<file path="src/rtl/board_gpio_pkg.sv">
// Shared constants for the board GPIO bridge: register offsets, bus width and bus FSM states.
package board_gpio_pkg;

    localparam int BUS_W = 32;

    localparam logic [4:0] ADDR_IN   = 5'h00;
    localparam logic [4:0] ADDR_OUT  = 5'h04;
    localparam logic [4:0] ADDR_IEN  = 5'h08;
    localparam logic [4:0] ADDR_PEND = 5'h0C;
    localparam logic [4:0] ADDR_PWM  = 5'h10;

    typedef enum logic {
        S_IDLE  = 1'b0,
        S_READY = 1'b1
    } bus_state_t;

endpackage

</file>
<file path="src/rtl/gpio_debounce_cell.sv">
// One input bit: synchroniser chain, debounce counter, accepted level and a one-cycle change pulse.
module gpio_debounce_cell #(
    parameter int SYNC_STAGES     = 2,
    parameter int DEBOUNCE_CYCLES = 100000
) (
    input  logic clk,
    input  logic rst_n,
    input  logic sw_i,
    output logic stable_o,
    output logic edge_o
);

    localparam int CNT_W = (DEBOUNCE_CYCLES > 1) ? $clog2(DEBOUNCE_CYCLES) : 1;

    logic [SYNC_STAGES-1:0] sync_q, sync_d;
    logic [CNT_W-1:0]       count_q, count_d;
    logic                   stable_q, stable_d;
    logic                   sync_bit;

    assign sync_bit = sync_q[SYNC_STAGES-1];

    always_comb begin
        sync_d   = {sync_q[SYNC_STAGES-2:0], sw_i};
        count_d  = '0;
        stable_d = stable_q;
        edge_o   = 1'b0;
        if (sync_bit != stable_q) begin
            // Accept only after the mismatch has persisted for the full window.
            if (count_q == CNT_W'(DEBOUNCE_CYCLES - 1)) begin
                stable_d = sync_bit;
                edge_o   = 1'b1;
            end else begin
                count_d = count_q + CNT_W'(1);
            end
        end
    end

    always_ff @(posedge clk or negedge rst_n) begin
        if (!rst_n) begin
            sync_q   <= '0;
            count_q  <= '0;
            stable_q <= 1'b0;
        end else begin
            sync_q   <= sync_d;
            count_q  <= count_d;
            stable_q <= stable_d;
        end
    end

    assign stable_o = stable_q;

endmodule

</file>
<file path="src/rtl/board_gpio_bridge.sv">
// Board I/O block: debounced inputs with edge interrupts, LED outputs and a small register bus.
// Optional PWM dimming of the outputs is enabled by defining BOARD_GPIO_PWM_EN.
module board_gpio_bridge
    import board_gpio_pkg::*;
#(
    parameter int N_IN            = 8,
    parameter int N_OUT           = 8,
    parameter int SYNC_STAGES     = 2,
    parameter int DEBOUNCE_CYCLES = 100000,
    parameter int PWM_BITS        = 8
) (
    input  logic             clk,
    input  logic             rst_n,
    input  logic             bus_sel,
    input  logic             bus_write,
    input  logic [4:0]       bus_addr,
    input  logic [BUS_W-1:0] bus_wdata,
    output logic [BUS_W-1:0] bus_rdata,
    output logic             bus_ready,
    output logic             irq,
    input  logic [N_IN-1:0]  sw_in,
    output logic [N_OUT-1:0] led_out
);

    logic [N_IN-1:0]  stable, edge_det;
    bus_state_t       state_q, state_d;
    logic [BUS_W-1:0] rdata_q, rdata_d, rd_word;
    logic [N_OUT-1:0] out_q, out_d;
    logic [N_IN-1:0]  irq_en_q, irq_en_d;
    logic [N_IN-1:0]  pend_q, pend_d, pend_clr;
    logic             irq_q, irq_d;
    logic             wr_en;
    logic             unused_wdata;

    assign unused_wdata = ^bus_wdata;

    for (genvar i = 0; i < N_IN; i++) begin : g_in
        gpio_debounce_cell #(
            .SYNC_STAGES    (SYNC_STAGES),
            .DEBOUNCE_CYCLES(DEBOUNCE_CYCLES)
        ) u_cell (
            .clk     (clk),
            .rst_n   (rst_n),
            .sw_i    (sw_in[i]),
            .stable_o(stable[i]),
            .edge_o  (edge_det[i])
        );
    end

`ifdef BOARD_GPIO_PWM_EN
    logic [PWM_BITS-1:0] cnt_q, cnt_d, duty_q, duty_d;
    logic [N_OUT-1:0]    led_q, led_d;

    always_comb begin
        cnt_d = cnt_q + PWM_BITS'(1);
        led_d = out_q & {N_OUT{cnt_q < duty_q}};
    end

    always_ff @(posedge clk or negedge rst_n) begin
        if (!rst_n) begin
            cnt_q <= '0;
            led_q <= '0;
        end else begin
            cnt_q <= cnt_d;
            led_q <= led_d;
        end
    end

    assign led_out = led_q;
`else
    localparam int unused_pwm_bits = PWM_BITS;
    assign led_out = out_q;
`endif

    always_comb begin
        rd_word = '0;
        case (bus_addr)
            ADDR_IN:   rd_word[N_IN-1:0]  = stable;
            ADDR_OUT:  rd_word[N_OUT-1:0] = out_q;
            ADDR_IEN:  rd_word[N_IN-1:0]  = irq_en_q;
            ADDR_PEND: rd_word[N_IN-1:0]  = pend_q;
`ifdef BOARD_GPIO_PWM_EN
            ADDR_PWM:  rd_word[PWM_BITS-1:0] = duty_q;
`endif
            default:   rd_word = '0;
        endcase
    end

    // Every access, mapped or not, gets exactly one ready pulse.
    always_comb begin
        state_d = state_q;
        rdata_d = rdata_q;
        wr_en   = 1'b0;
        case (state_q)
            S_IDLE: begin
                if (bus_sel) begin
                    state_d = S_READY;
                    rdata_d = rd_word;
                end
            end
            S_READY: begin
                state_d = S_IDLE;
                wr_en   = bus_sel & bus_write;
            end
            default: state_d = S_IDLE;
        endcase
    end

    always_comb begin
        out_d    = out_q;
        irq_en_d = irq_en_q;
        pend_clr = '0;
`ifdef BOARD_GPIO_PWM_EN
        duty_d   = duty_q;
`endif
        if (wr_en) begin
            case (bus_addr)
                ADDR_OUT:  out_d    = bus_wdata[N_OUT-1:0];
                ADDR_IEN:  irq_en_d = bus_wdata[N_IN-1:0];
                ADDR_PEND: pend_clr = bus_wdata[N_IN-1:0];
`ifdef BOARD_GPIO_PWM_EN
                ADDR_PWM:  duty_d   = bus_wdata[PWM_BITS-1:0];
`endif
                default: ;
            endcase
        end
        // A new edge beats a same-cycle clear of that bit.
        pend_d = (pend_q & ~pend_clr) | edge_det;
        irq_d  = |(pend_q & irq_en_q);
    end

    always_ff @(posedge clk or negedge rst_n) begin
        if (!rst_n) begin
            state_q  <= S_IDLE;
            rdata_q  <= '0;
            out_q    <= '0;
            irq_en_q <= '0;
            pend_q   <= '0;
            irq_q    <= 1'b0;
        end else begin
            state_q  <= state_d;
            rdata_q  <= rdata_d;
            out_q    <= out_d;
            irq_en_q <= irq_en_d;
            pend_q   <= pend_d;
            irq_q    <= irq_d;
        end
    end

`ifdef BOARD_GPIO_PWM_EN
    always_ff @(posedge clk or negedge rst_n) begin
        if (!rst_n) duty_q <= '1;
        else        duty_q <= duty_d;
    end
`endif

    assign bus_ready = (state_q == S_READY);
    assign bus_rdata = rdata_q;
    assign irq       = irq_q;

endmodule
</file>
<file path="config.mk">
export PLATFORM = sky130hd
export DESIGN_NAME = board_gpio_bridge
export DESIGN_NICKNAME = d
export VERILOG_FILES = /design/src/rtl/board_gpio_pkg.sv /design/src/rtl/gpio_debounce_cell.sv /design/src/rtl/board_gpio_bridge.sv
export SDC_FILE = /design/constraint.sdc
export NUM_CORES = 1
export LEC_CHECK = 0
export CAP_MARGIN = 20
export CORE_ASPECT_RATIO = 1.25
export CORE_UTILIZATION = 45
export DETAILED_ROUTE_END_ITERATION = 8
export GPL_TIMING_DRIVEN = 0
export PLACE_DENSITY = 0.65
export SLEW_MARGIN = 20
export SYNTH_ARGS = -nofsm -noshare
export SYNTH_HDL_FRONTEND = slang
export SYNTH_SLANG_ARGS = --single-unit
export TNS_END_PERCENT = 1
</file>
<file path="constraint.sdc">
create_clock -name clk -period 2.2 [get_ports clk]
set_input_delay 0.55 -clock clk [delete_from_list [all_inputs] [get_ports clk]]
set_output_delay 0.55 -clock clk [all_outputs]
set_load 0.03 [all_outputs]
</file>
==> impl_summary.log <==
[metrics] outcome: complete, no violations
[metrics] termination of the worst setup path: g_in[3].u_cell.count_q[12]
[metrics] critical path class: flop to flop
[metrics] critical path's most frequent cell: clkbuf_1
[metrics] global-route congestion overflow total: 0
[metrics] total CTS buffers: 17
[metrics] # Max-Cap Violations: 0
[metrics] Peak Freq: 467 MHz
[metrics] number of DRC violations after detailed-routing iteration 0: 257
[metrics] clock buffer depth: 2
[metrics] detailed-routing wirelength on met1: 8110 um
[metrics] Clock Pin Slew Worst Setup and Hold Paths: 0.06 ns
[metrics] number of I/O pins: 91
[metrics] die height: 162 um
[metrics] worst clock skew on the final layout: 0.0104 ns
[metrics] post-synth cell types: 43
[metrics] floorplan row count: 58
[metrics] worst-case setup margin in the final layout: 0.0572 ns
[metrics] setup slack on the worst flop-to-flop path: 0.06 ns
[metrics] sequential cell area fraction in the yosys report: 52.7%
[metrics] gate count after technology mapping: 855
[metrics] netlist area before placement: 0.00921 mm^2
[metrics] dpl ws: -0.513 ns
[metrics] Reg-to-Reg Start: g_in[3].u_cell.count_q[0]
[metrics] static power due to leakage: 0.00448 uW
[metrics] data arrival time of the critical path: 2.45 ns
[metrics] RSZ-0062 raised after global routing: yes
[metrics] period utilisation layout: 97.4%
[metrics] Crit path largest cell delay: 0.38 ns
[metrics] r2r endpoint: g_in[3].u_cell.count_q[12]
[metrics] Hold Violations, Final: 0
[metrics] final routed DRC violation total: 0
[metrics] count of state elements after synthesis: 194
[metrics] Final Slew Violations: 0
[metrics] Die Span X: 130 um
[metrics] antenna viol nets, final: 0
[metrics] Critical-path top delay cell: dfrtp_1
[metrics] top sig layer: met4
[metrics] initial standard-cell utilization of the core: 45.8%
[metrics] signed area change from the synthesized netlist to the final layout: 15.9%
[metrics] worst r2r path cells: 8
[metrics] wire length of the first global-routing pass: 30200 um
[metrics] total chip power: 7180 uW
[metrics] worst-case vdd ir drop: 0.000550 V
[metrics] DP Wirelength: 12500 um
[metrics] met2 routed WL: 8750 um
[metrics] Mapped Avg Cell Area: 10.8 um^2
[metrics] largest net degree at the start of global routing: 98
[metrics] element type at the critical path end: flop
[metrics] critical path startpoint category: flop
[metrics] clock network latency to the later pin of the worst-skew pair: 0.43 ns
[metrics] CTS tree: built
[metrics] share of post-route cells with drive strength above 1: 11.1%
[metrics] antenna diode count: 0
[metrics] routed len/inst: 14.5 um
[metrics] number of setup violations in the final report: 0
[metrics] Pwr Density: 673 mW/mm^2
[metrics] Buffers on Ports: 41
[metrics] via count of the first global-routing pass: 6121
[metrics] routed via count: 6414
[metrics] final weighted congestion of routability-driven global placement: 0.835
[metrics] Setup crit start: g_in[3].u_cell.count_q[0]
[metrics] total global routing track utilization: 18.3%
[metrics] die area: 0.0210 mm^2
[metrics] list of cells traversed by the critical path: ha_1 -> and4_1 -> clkbuf_1 -> nand4_1 -> nand2b_1 -> clkbuf_1 -> buf_2 -> nor2_1
[metrics] Clk Tree Root Cell: clkbuf_16
[metrics] total number of yosys warnings: 0
[metrics] met3 wire length: 589 um
[metrics] worst path required time: 2.51 ns
[metrics] H-tree levels: 4
[metrics] Slew Limit Headroom: 51.5%
[metrics] class of the worst hold path: flop to flop
[metrics] measured slew at the worst slew-check pin: 0.721 ns
[metrics] routed via count divided by cell count: 5.25
[metrics] number of antenna violations at the first check in global routing: 0
[metrics] clock period minus final worst setup slack: 2.14 ns
[metrics] Core Footprint: 0.0201 mm^2
[metrics] final net count: 998
[metrics] CP Max Fanout: 10
[metrics] number of clock sinks seen by CTS: 194
[metrics] first-pass iteration count of the detailed router: 4
[metrics] source of the worst hold timing path: g_in[2].u_cell.sync_q[0]
[metrics] final wirelength: 17700 um
-- state kept, by name, indices dropped and copies added, names as in the netlist --
name	flops
g_in.u_cell.count_q	136
g_in.u_cell.sync_q	16
bus_rdata	8
g_in.u_cell.stable_o	8
irq_en_q	8
led_out	8
pend_q	8
bus_ready	1
irq	1
-- metal layers --
layer	GRT usage (%)	up-vias
met5	0	-
met4	6.29	0
met3	3.10	18
met2	29.9	109
met1	24.6	3135
li1	-	3152
-- where the power goes --
part | internal, uW | switching (uW)
sequential | 3650 | 73.6
clock | 1670 | 1260
combinational | 207 | 316
-- worst min-delay path by stage --
stage,end,slack [ns],depth (start not counted)
6_report,g_in[2].u_cell.sync_q[1],0.35,0
5_1_grt,g_in[5].u_cell.sync_q[1],0.35,0
4_1_cts,g_in[5].u_cell.sync_q[1],0.35,0
3_5_place_dp,g_in[0].u_cell.sync_q[1],0.33,0
3_3_place_gp,g_in[5].u_cell.sync_q[1],0.33,0
2_1_floorplan,bus_rdata[0],0.25,0
-- synth_stat cells (all sizes together) --
library cell	instances	area share (%)
mux4	8	2.0
and2	3	0.20
o21ai	17	0.92
nor3b	1	0.082
nor4	24	1.7
or3	9	0.61
nor3	23	1.3
nor4b	3	0.29
or2	1	0.068
and4b	4	0.43
mux2	24	2.9
and3	6	0.41
nand2b	5	0.34
xnor2	63	6.0
nand4	49	3.5
a22o	10	0.95
and4	18	1.7
inv	15	0.61
xor2	56	5.3
nor2	131	5.3
nand4bb	1	0.12
or4	5	0.49
nor4bb	13	1.4
nand3	44	2.4
buf	32	2.4
or3b	2	0.19
conb	1	0.041
a21oi	10	0.58
a41o	1	0.11
a22oi	4	0.33
dfrtp	194	53
nand2	48	2.0
o31ai	5	0.71
clkbuf	15	0.61
o41ai	2	0.19
ha	8	1.1
-- critical path: cells and delay by family (launching register included) --
family / cells / cell delay (ns)
buffers and inverters: 3 / 0.81
DFF: 1 / 0.38
and+or+nand+nor: 4 / 0.64
adders and majority gates: 1 / 0.21
-- cells in the final DEF, fill, tap and decap left out, drive strengths merged, types with 35 or more instances in the layout --
cell type      netlist  final
dfrtp              194    194
nor2               131    131
xnor2               63     63
xor2                56     56
nand4               49     49
nand2               48     48
nand3               44     44
clkbuf              15     41
clkdlybuf4s50        0     40
buf                 32     35
-- per-stage QoR --
stage	hold WS, ns	utilization, %	TNS (ns)	instance area (um^2)	instances
3_5_place_dp	0.335	50.2	-13.16	10100	1191
4_1_cts	0.349	53.0	0	10700	1222
2_1_floorplan	0.254	-	0	9290	878
3_3_place_gp	0.331	49.9	-1473.75	10000	1189
5_1_grt	0.351	53.1	-0.982	10700	1222
6_report	0.347	53.1	0	10700	1222
-- area by class of cell --
| class | count | area (um^2) |
|---|---|---|
| plain buffers | 47 | 283 |
| fillers | 1787 | 9430 |
| flip-flops and latches | 194 | 4850 |
| clock inverters | 4 | 50.0 |
| repair buffers | 44 | 480 |
| well taps | 270 | 338 |
| inverters | 15 | 56.3 |
| multi-input cells | 622 | 4110 |
| clock buffers | 26 | 499 |
-- cells by family after synthesis --
family	count (synthesis)	share of synthesized area, %
muxes	32	4.89
DFF	194	52.7
other	1	0.0407
AOI/OAI and AO/OA	49	3.79
buffers and inverters	62	3.63
xor gates and xnor gates	119	11.3
and+or+nand+nor	390	22.5
adders and majority gates	8	1.09
-- what timing repair did --
| action | CTS | global route |
|---|---|---|
| buffers inserted | 0 | 0 |
| resized for setup | 3 | 5 |
| cloned | 0 | 0 |
| endpoints found under the setup margin | 16 | 32 |
| hold buffers | 1 | 0 |
| endpoints found under the hold margin | 13 | 0 |
No activity file was read; power rests on OpenSTA's default activity.
